===== src/rtl/seq_magnitude_cmp.sv =====
// Multi-cycle MSB-first magnitude comparator: DIGIT bits per cycle, early exit on
// the first differing chunk, one-hot gt/lt/eq result with a start/busy/done handshake.
module seq_magnitude_cmp #(
    parameter int WIDTH = 6,
    parameter int DIGIT = 1
) (
    input  logic             clk,
    input  logic             rst,
    input  logic             start,
    input  logic [WIDTH-1:0] x,
    input  logic [WIDTH-1:0] y,
    input  logic             signed_mode,
    output logic             busy,
    output logic             done,
    output logic             gt,
    output logic             lt,
    output logic             eq
);

    localparam int NCHUNK = (WIDTH + DIGIT - 1) / DIGIT;
    localparam int PW     = NCHUNK * DIGIT;
    localparam int IW     = (NCHUNK > 1) ? $clog2(NCHUNK) : 1;

    typedef enum logic [1:0] {
        ST_IDLE = 2'd0,
        ST_SCAN = 2'd1,
        ST_DONE = 2'd2
    } state_t;

    state_t        state_q, state_d;
    logic [PW-1:0] x_q, x_d, y_q, y_d;
    logic [IW-1:0] idx_q, idx_d;
    logic          busy_q, busy_d, done_q, done_d;
    logic          gt_q, gt_d, lt_q, lt_d, eq_q, eq_d;

    logic [WIDTH-1:0] x_adj_s, y_adj_s;
    logic [PW-1:0]    x_ext_s, y_ext_s;
    logic [DIGIT-1:0] xc_s, yc_s;

    // Operand conditioning: offset-binary for signed mode, zero padding at the LSB end
    always_comb begin
        x_adj_s              = x;
        y_adj_s              = y;
        x_adj_s[WIDTH-1]     = x[WIDTH-1] ^ signed_mode;
        y_adj_s[WIDTH-1]     = y[WIDTH-1] ^ signed_mode;
        x_ext_s              = '0;
        y_ext_s              = '0;
        x_ext_s[PW-1 -: WIDTH] = x_adj_s;
        y_ext_s[PW-1 -: WIDTH] = y_adj_s;
        xc_s                 = x_q[idx_q*DIGIT +: DIGIT];
        yc_s                 = y_q[idx_q*DIGIT +: DIGIT];
    end

    // Next-state, datapath and registered-output logic
    always_comb begin
        state_d = state_q;
        x_d     = x_q;
        y_d     = y_q;
        idx_d   = idx_q;
        gt_d    = gt_q;
        lt_d    = lt_q;
        eq_d    = eq_q;
        case (state_q)
            ST_IDLE: begin
                if (start) begin
                    x_d     = x_ext_s;
                    y_d     = y_ext_s;
                    idx_d   = IW'(NCHUNK - 1);
                    state_d = ST_SCAN;
                end else begin
                    state_d = ST_IDLE;
                end
            end
            ST_SCAN: begin
                if (xc_s > yc_s) begin
                    {gt_d, lt_d, eq_d} = 3'b100;
                    state_d            = ST_DONE;
                end else if (xc_s < yc_s) begin
                    {gt_d, lt_d, eq_d} = 3'b010;
                    state_d            = ST_DONE;
                end else if (idx_q == '0) begin
                    {gt_d, lt_d, eq_d} = 3'b001;
                    state_d            = ST_DONE;
                end else begin
                    idx_d   = idx_q - IW'(1);
                    state_d = ST_SCAN;
                end
            end
            ST_DONE: begin
                state_d = ST_IDLE;
            end
            default: begin
                state_d = ST_IDLE;
            end
        endcase
        busy_d = (state_d != ST_IDLE);
        done_d = (state_d == ST_DONE);
    end

    // State and output registers
    always_ff @(posedge clk or posedge rst) begin
        if (rst) begin
            state_q <= ST_IDLE;
            x_q     <= '0;
            y_q     <= '0;
            idx_q   <= '0;
            busy_q  <= 1'b0;
            done_q  <= 1'b0;
            gt_q    <= 1'b0;
            lt_q    <= 1'b0;
            eq_q    <= 1'b0;
        end else begin
            state_q <= state_d;
            x_q     <= x_d;
            y_q     <= y_d;
            idx_q   <= idx_d;
            busy_q  <= busy_d;
            done_q  <= done_d;
            gt_q    <= gt_d;
            lt_q    <= lt_d;
            eq_q    <= eq_d;
        end
    end

    assign busy = busy_q;
    assign done = done_q;
    assign gt   = gt_q;
    assign lt   = lt_q;
    assign eq   = eq_q;

endmodule


===== config.mk =====
export PLATFORM = sky130hd
export DESIGN_NAME = seq_magnitude_cmp
export DESIGN_NICKNAME = d
export VERILOG_FILES = /design/src/rtl/seq_magnitude_cmp.sv
export SDC_FILE = /design/constraint.sdc
export NUM_CORES = 1
export LEC_CHECK = 0
export ABC_AREA = 1
export CORE_MARGIN = 5
export CORE_UTILIZATION = 46
export DETAILED_ROUTE_END_ITERATION = 16
export GPL_ROUTABILITY_DRIVEN = 0
export PLACE_DENSITY = 0.74
export SETUP_SLACK_MARGIN = 0.1
export SLEW_MARGIN = 20
export SYNTH_ARGS = -nofsm -noshare
export SYNTH_HDL_FRONTEND = slang
export SYNTH_SLANG_ARGS = --single-unit

===== constraint.sdc =====
create_clock -name clk -period 1.45 [get_ports clk]
set_input_delay 0.29 -clock clk [delete_from_list [all_inputs] [get_ports clk]]
set_output_delay 0.29 -clock clk [all_outputs]
set_load 0.02 [all_outputs]

== Word-level counts from Yosys, hierarchy flattened ==
Index checks and enable logic that the tools add are counted.
Word-level totals
  memories kept: 0
  word-level logic and storage cells: 48
  bits in writable memories: 0
  bits in latches: 0
  output and inout bits: 5
  input port bits: 16
  memory bits (read-only): 0
  flip-flop bits (word level): 22
Cells by class
  $add $sub $neg: 1
  shifts and indexed selects: 2
  magnitude comparators: 2
  multiply operators: 0
  bitwise logic cells: 2
  eq/ne operators: 6
  reduce and logical (&&, ||, !) cells: 8
  muxes and demuxes: 18
  divide/modulo/power cells: 0
Operators by type and width (number)
  2-to-1 mux 3 bit: 4
  indexed part select 6 x 4 -> 1 bit: 2
  2-to-1 mux 1 bit: 9
  inequality test 2 bit (second input constant): 4
  2-to-1 mux 2 bit: 3
  case mux 3 bit (2 select lines): 1
  AND reduction 5 bit: 1
  case mux 2 bit (2 select lines): 1
  AND reduction 2 bit: 2
  nonzero test 2 bit: 2
  logical NOT 3 bit: 1
  nonzero test 3 bit: 1
  subtractor 3 x 1 -> 3 bit (second input constant): 1
  == test 2 x 1 -> 1 bit (second input constant): 1
  == test 2 bit (second input constant): 1
  logical NOT 2 bit: 1
  bitwise XOR 1 bit: 2
  greater-than comparator 1 bit: 1
  less-than comparator 1 bit: 1

== Longest topological paths before layout ==
  depth after elaboration: 6
  depth in mapped cells: 14
  depth with buffers taken out: 13

== Worst setup path before layout ==
OpenSTA, ideal clock, no wires.
  path type: flip-flop to flip-flop
  from: register idx_q[0]
  to: register idx_q[1]
  required time: 1.333 ns
  library setup time: 0.117 ns
  stages on the path, launching flop included: 13
  period minus slack after synthesis: 1.591 ns
  setup slack: -0.141 ns
  buffers on the path: 1
  arrival: 1.473 ns
  cell sequence: dfrtp_1 > buf_2 > inv_2 > nor2_1 > nor3_1 > a21oi_1 > ha_1 > nor2_1 > nand2_1 > inv_2 > nand2_1 > nand3_1 > nand2_1
On the way
  longest elaborated chain between the ends: 5
  elaborated cells between the ends (all ways): 14
  those cells by class: 1 x add/sub; 2 x order compare; 3 x eq/ne; 2 x shift; 4 x mux; 2 x reduce/logical
Ends and longest elaborated chain
  start: declaration: line 32  | logic [IW-1:0] idx_q, idx_d;
  start signal: assignment: line 116  | idx_q <= idx_d;
  subtractor 3 x 1 -> 3 bit: line 85  | idx_d = idx_q - IW'(1);
  2-to-1 mux 3 bit: line 81  | end else if (idx_q == '0) begin
  2-to-1 mux 3 bit: line 78  | end else if (xc_s < yc_s) begin
  2-to-1 mux 3 bit: line 75  | if (xc_s > yc_s) begin
  case mux 3 bit (2 select lines): line 63  | case (state_q)
Several ways; a longest one is shown, not always the timed one. The select of a mux whose other input is x is not followed.
A chain may end at the register's enable or synchronous reset.

== Worst setup path after layout ==
Ends and elaborated chain as after synthesis.

==> results.json <==
{
  "status": "finished, violations left",
  "violations": "setup timing",
  "die_w_um": 60.5,
  "power.switching_mw": 2.15,
  "vias": 1064,
  "p_comb_share_pct": 68.5,
  "drv_slew": 0,
  "synth-compound-area-share_pct": 8.32,
  "die_y_um": 60.5,
  "slew_headroom_pct": 81.3,
  "drt-initial-drc-count": 21,
  "die-area_um2": 3660,
  "timing.final.crit_share_pct": 119,
  "fill_cells": 177,
  "cpMaxStageDelayCell": "dfrtp_2",
  "grt_pass1_wl_mm": 4.59,
  "finalHoldViolations": 0,
  "htreeDepth": 1,
  "num_io_pins": 21,
  "yosys-top-cells-area": "dfrtp_1 47%, nand2_1 12%, nand3_1 6.8%",
  "max_freq_ghz": 0.582,
  "place_area_um2": 1550,
  "syn2layout_area_growth_pct": 49.2,
  "cp.arrival_ns": 1.93,
  "hold_class": "input port to async pin",
  "total_power_mw": 4.55,
  "dp_hpwl_mm": 1.96,
  "synthMuxAreaShare_pct": 0,
  "cp_cell_sequence": "buf_6 > nand2_1 > nand3_2 > nand2_2 > a21oi_1 > ha_2 > nor2_2 > nand2_2 > inv_2 > nand2_4 > nand3_2 > nand2_1",
  "period_minus_slack_ns": 1.72,
  "yosys_warnings": 0,
  "grtUsageTotal_pct": 16.9,
  "overflow": 0,
  "start_util_pct": 47.8,
  "yosysTopAreaCell": "dfrtp_1",
  "yosysTopAreaCellShare_pct": 47.0,
  "grt_max_degree": 28,
  "cts_tree": "built",
  "syn_area_um2": 1170,
  "setup_slack_ns": -0.268,
  "cts.sinks": 22,
  "yosysSeqAreaShare_pct": 47.0,
  "insertion_delay_ns": 0.30,
  "nets": 204,
  "grt_pass1_vias": 1073,
  "yosysUniqueCellTypes": 19,
  "wl_per_cell_um": 13.9,
  "p_leak_nw": 0.859,
  "swShare_pct": 47.3,
  "end_kind": "register",
  "maxCapViolCount": 0,
  "crit_type": "register to register",
  "path_max_fanout": 7,
  "cts_made_buffers": 3,
  "ys_async_sr_fraction_pct": 100,
  "totalWireLength_mm": 2.96,
  "ant_nets": 0,
  "port_buffers": 20,
  "grt_antenna_before_repair": 0,
  "rsz0062_at_grt": "yes",
  "fin_skew_ns": 0.00489,
  "diodes": 0,
  "p_clk_share_pct": 7.5,
  "fin_util_pct": 71.3,
  "dr.pass1.iters": 4,
  "syn_nets": 159,
  "via_per_inst": 5.00,
  "crit_required_ns": 1.66,
  "seqPwrFrac_pct": 24.0,
  "yosysMostFrequentCell": "nand2_1",
  "syn_avg_cell_area_um2": 8.43,
  "layout.area.seq_um2": 552,
  "synthFlopType": "dfrtp_1",
  "power.internal_mw": 2.40,
  "fin_setup_tns_ns": -1.98,
  "synth_top_family_by_area": "simple AND/OR/NAND/NOR gates",
  "synthCells": 139,
  "synth_simple_gate_area_share_pct": 30.8,
  "rows": 18,
  "ir_drop_mv": 1.83,
  "worst_slew_pin_slew_ns": 0.280,
  "clk_path_buf_depth": 2,
  "multi_input_area_um2": 677,
  "critPathLaunchType": "register",
  "drive_above_1_share_pct": 44.8,
  "ys_ff_latch": 22,
  "synth_xor_area_share_pct": 1.49,
  "setup_viol": 9,
  "synth_edf_count": 0,
  "synthAdderAreaFrac_pct": 4.27,
  "cts-hold-fix-buffers": 0,
  "cts.reportedPaths.clkPinSlew_ns": 0.13,
  "cellPowerDensity_nw_per_um2": 2600,
  "critPathMaxStageDelay_ns": 0.50,
  "pre_cts_slack_ns": -0.259,
  "root_buffer": "clkbuf_4",
  "coreArea_um2": 2450,
  "fin_area_um2": 1750,
  "synth_common_cells": "39 x nand2_1, 22 x dfrtp_1, 16 x nand3_1, 14 x inv_1, 14 x nor2_1",
  "drc_errors": 0
}
==> worst max-delay path, delay by kind of cell, from the launching register on <==
family | cells | cell delay [ns]
AO/OA/AOI/OAI | 1 | 0.07
adder cells (fa/ha/maj) | 1 | 0.19
buffers and inverters | 2 | 0.24
flip-flops | 1 | 0.50
AND/OR/NAND/NOR | 8 | 0.64
==> flip-flops by register name (all words and copies together), names as in the netlist <==
| register | flops |
|---|---|
| done | 1 |
| gt | 1 |
| lt | 1 |
| y_q | 6 |
| busy | 1 |
| state_q | 2 |
| idx_q | 3 |
| eq | 1 |
| x_q | 6 |
==> metrics by stage <==
step / hold WS [ns] / std cells
6_report: 0.307 / 213
2_1_floorplan: 0.279 / 139
5_1_grt: 0.317 / 213
3_5_place_dp: 0.458 / 206
4_1_cts: 0.321 / 211
3_3_place_gp: 0.458 / 206
==> power groups by stage <==
stage                     registers (mW)  logic, mW  clock network, mW
after global routing                1.12       3.46              0.380
after CTS                           1.08       2.59              0.350
after detailed placement            1.09       2.34                  0
final                               1.09       3.12              0.342
after global placement              1.07       2.26                  0
after floorplan                     1.10       1.53                  0
==> layout make-up <==
cell class / count / area share, %
Timing Repair Buffer: 43 / 21.4
Clock buffer: 4 / 2.07
Sequential cell: 22 / 31.5
Multi-Input combinational cell: 96 / 38.7
Inverter: 18 / 4.15
Tap cell: 30 / 2.15
==> layer usage <==
| metal | track usage, % | part of all wire, % | up-vias |
|---|---|---|---|
| met5 | 0 | 0 | - |
| met4 | 6.50 | 2.5 | 0 |
| met3 | 1.91 | 3.5 | 6 |
| met2 | 32.7 | 56 | 20 |
| met1 | 18.7 | 38 | 518 |
| li1 | - | - | 520 |
==> final timing paths <==
| check | startpoint | endpoint | slack (ns) | depth (start not counted) |
|---|---|---|---|---|
| worst max-delay path | idx_q[0] | idx_q[1] | -0.27 | 12 |
| worst min-delay path | rst | lt | 0.31 | 3 |
| worst max register to register | idx_q[0] | idx_q[1] | -0.27 | 12 |
| worst min register to register | gt | gt | 0.49 | 2 |
| max in group asynchronous | rst | idx_q[0] | 0.90 | 3 |
| min in group clk | gt | gt | 0.49 | 2 |
==> cell families after synthesis <==
family | count (synthesis)
xor gates and xnor gates | 2
AOI/OAI and AO/OA | 12
and+or+nand+nor | 78
DFF | 22
adders and majority gates | 4
buffers and inverters | 21
==> cell usage in the layout (no fill, tap or decap), drive strengths merged <==
cell | netlist | layout
a21oi | 10 | 10
buf | 3 | 23
clkdlybuf4s15 | 0 | 3
dfrtp | 22 | 22
nand3 | 16 | 16
nand2 | 42 | 42
clkinv | 0 | 1
nor2 | 18 | 18
dlygate4sd2 | 0 | 2
inv | 18 | 17
clkdlybuf4s50 | 0 | 15
nor3 | 2 | 2
clkbuf | 0 | 4
ha | 4 | 4
xnor2 | 2 | 2
o21ai | 2 | 2
==> repair_timing <==
action | CTS | global route
buffers inserted | 1 | 2
setup endpoints to repair | 14 | 12
resized for setup | 21 | 25
pin swaps | 10 | 4
Note: power is estimated with default switching activity, not from simulation.
==> variant: new RTL, same flow settings <==
The 3 states of `state_t` get a one-hot encoding in 3 bits.
--- a/src/rtl/seq_magnitude_cmp.sv
+++ b/src/rtl/seq_magnitude_cmp.sv
@@ -22,8 +22,8 @@
     localparam int IW     = (NCHUNK > 1) ? $clog2(NCHUNK) : 1;
 
-    typedef enum logic [1:0] {
-        ST_IDLE = 2'd0,
-        ST_SCAN = 2'd1,
-        ST_DONE = 2'd2
+    typedef enum logic [2:0] {
+        ST_IDLE = 3'b001,
+        ST_SCAN = 3'b010,
+        ST_DONE = 3'b100
     } state_t;
 
Behaviour: no difference found for any inputs over 10 cycles, from zero or initial values and one cycle with rst high; not proved beyond that.
==> variant against the original RTL <==
The flow still finishes with violations (negative setup slack). Die area grew 3.6%. Setup slack lost 0.019 ns. Area after synthesis grew 4.4%. Sequential cell count grew 1. Critical path depth is the same. Wire length shrank 10%. Total power shrank 13%. Cell area shrank 1.3%. Critical path type unchanged. Largest power group unchanged.
==> variant: results <==
place:
  hpwl_um: 1960
  pre_cts_ws_ns: -0.220
  io_buffers: 20
synth:
  synth_area_leaders: "dfrtp_1 45%, nand2_1 13%, inv_1 6.7%"
  ys_top_cells_by_count: "43 x nand2_1, 22 x dfrtp_1, 22 x inv_1, 13 x nand3_1, 10 x nor2_1"
  yosysSeqAreaShare: 0.471
  synth_cell_type_count: 21
  async_flop_share: 1.00
  synth_nets: 166
  yosysWarningCount: 0
hold_path:
  worstHoldPathType: "in2async"
clock_network:
  cts_buffer_depth: 2
  htreeDepth: 1
  cts_made_buffers: 3
  clk_latency_ns: 0.32
  path_clk_slew_ns: 0.13
  root_buffer: "clkbuf_4"
route:
  vias: 1059
  drtPass1Iterations: 4
  drtIter0Drc: 33
  wl_um: 2650
cells_and_area:
  nNetsFinal: 214
  drive_gt1_frac: 0.373
  fillCellCount: 186
  top_regs: "x_q (6), y_q (6)"
status:
  status: "complete, but fails checks"
  violations: "negative setup slack"
global_route:
  first_global_vias: 1016
  grt_first_pass_wirelength_um: 4220
  grt_usage: 0.157
  grt_max_degree: 24
  antenna_found_initial: 0
power:
  seq_power_share: 0.282
  ir_drop_mv: 1.59
  swShare: 0.437
  p_comb_frac: 0.642
  p_leak_nw: 0.903
worst_setup_path:
  worstPathMaxFanout: 8
  cp_top_family: "simple AND/OR/NAND/NOR gates"
  crit_slowest_cell: "dfrtp_2"
  arrival_ns: 1.96
sta:
  finalWorstSetupSlack_ns: -0.287
  clock-skew-final_ns: 0.00645
  relSlewSlack: 0.811
  finalSetupTns_ns: -2.03
  setup_viol: 9
-- variant: stage by stage --
step	hold slack, ns	instances	cell area, um^2
floorplan	0.291	146	1250
global placement	0.456	215	1630
detailed placement	0.461	215	1630
CTS	0.302	222	1700
global route	0.342	223	1730
finish	0.291	223	1730
-- variant: cell type report --
cell class              count  share of cell area
clock buffers               4              0.0152
repair buffers             46               0.235
inverters                  24              0.0536
multi-input cells          96               0.340
flip-flops and latches     23               0.335
well taps                  30              0.0217
-- variant: per-layer routing --
layer	up-vias	track usage	part of all wire
met5	-	0	0
met4	0	0.0970	0.022
met3	4	0.0356	0.053
met1	496	0.184	0.43
met2	21	0.259	0.49
li1	538	-	-
-- variant: path summary, 6_finish.rpt --
check,depth (start not counted),from,slack (ns),end
worst max-delay path,12,idx_q[0],-0.29,idx_q[0]
worst min-delay path,3,rst,0.29,done
worst max register to register,12,idx_q[0],-0.29,idx_q[0]
worst min register to register,2,eq,0.49,eq
max in group asynchronous,3,rst,0.89,state_q[0]
min in group clk,2,eq,0.49,eq
-- variant: worst reg2reg max path, delay by kind of cell, from the launching register on --
family | cells | cell delay (ns)
buf+inv | 2 | 0.14
flops | 1 | 0.49
fa+ha+maj | 1 | 0.17
simple gates | 9 | 0.85
-- variant: logic make-up (layout without fill, tap and decap cells) --
family                   Yosys count  in the layout  synth area share
AND/OR/NAND/NOR                   77             77             0.288
buffers and inverters             27             74             0.101
flip-flops                        23             23             0.471
AO/OA/AOI/OAI                     13             13            0.0838
adder cells (fa/ha/maj)            4              4            0.0409
XOR/XNOR                           2              2            0.0143
-- variant: what timing repair did --
item | in CTS | in global routing
setup buffers | 3 | 1
cloned | 0 | 0
pin swaps | 1 | 6
endpoints found under the setup margin | 14 | 12
hold buffers | 0 | 0
gates resized for setup | 12 | 10
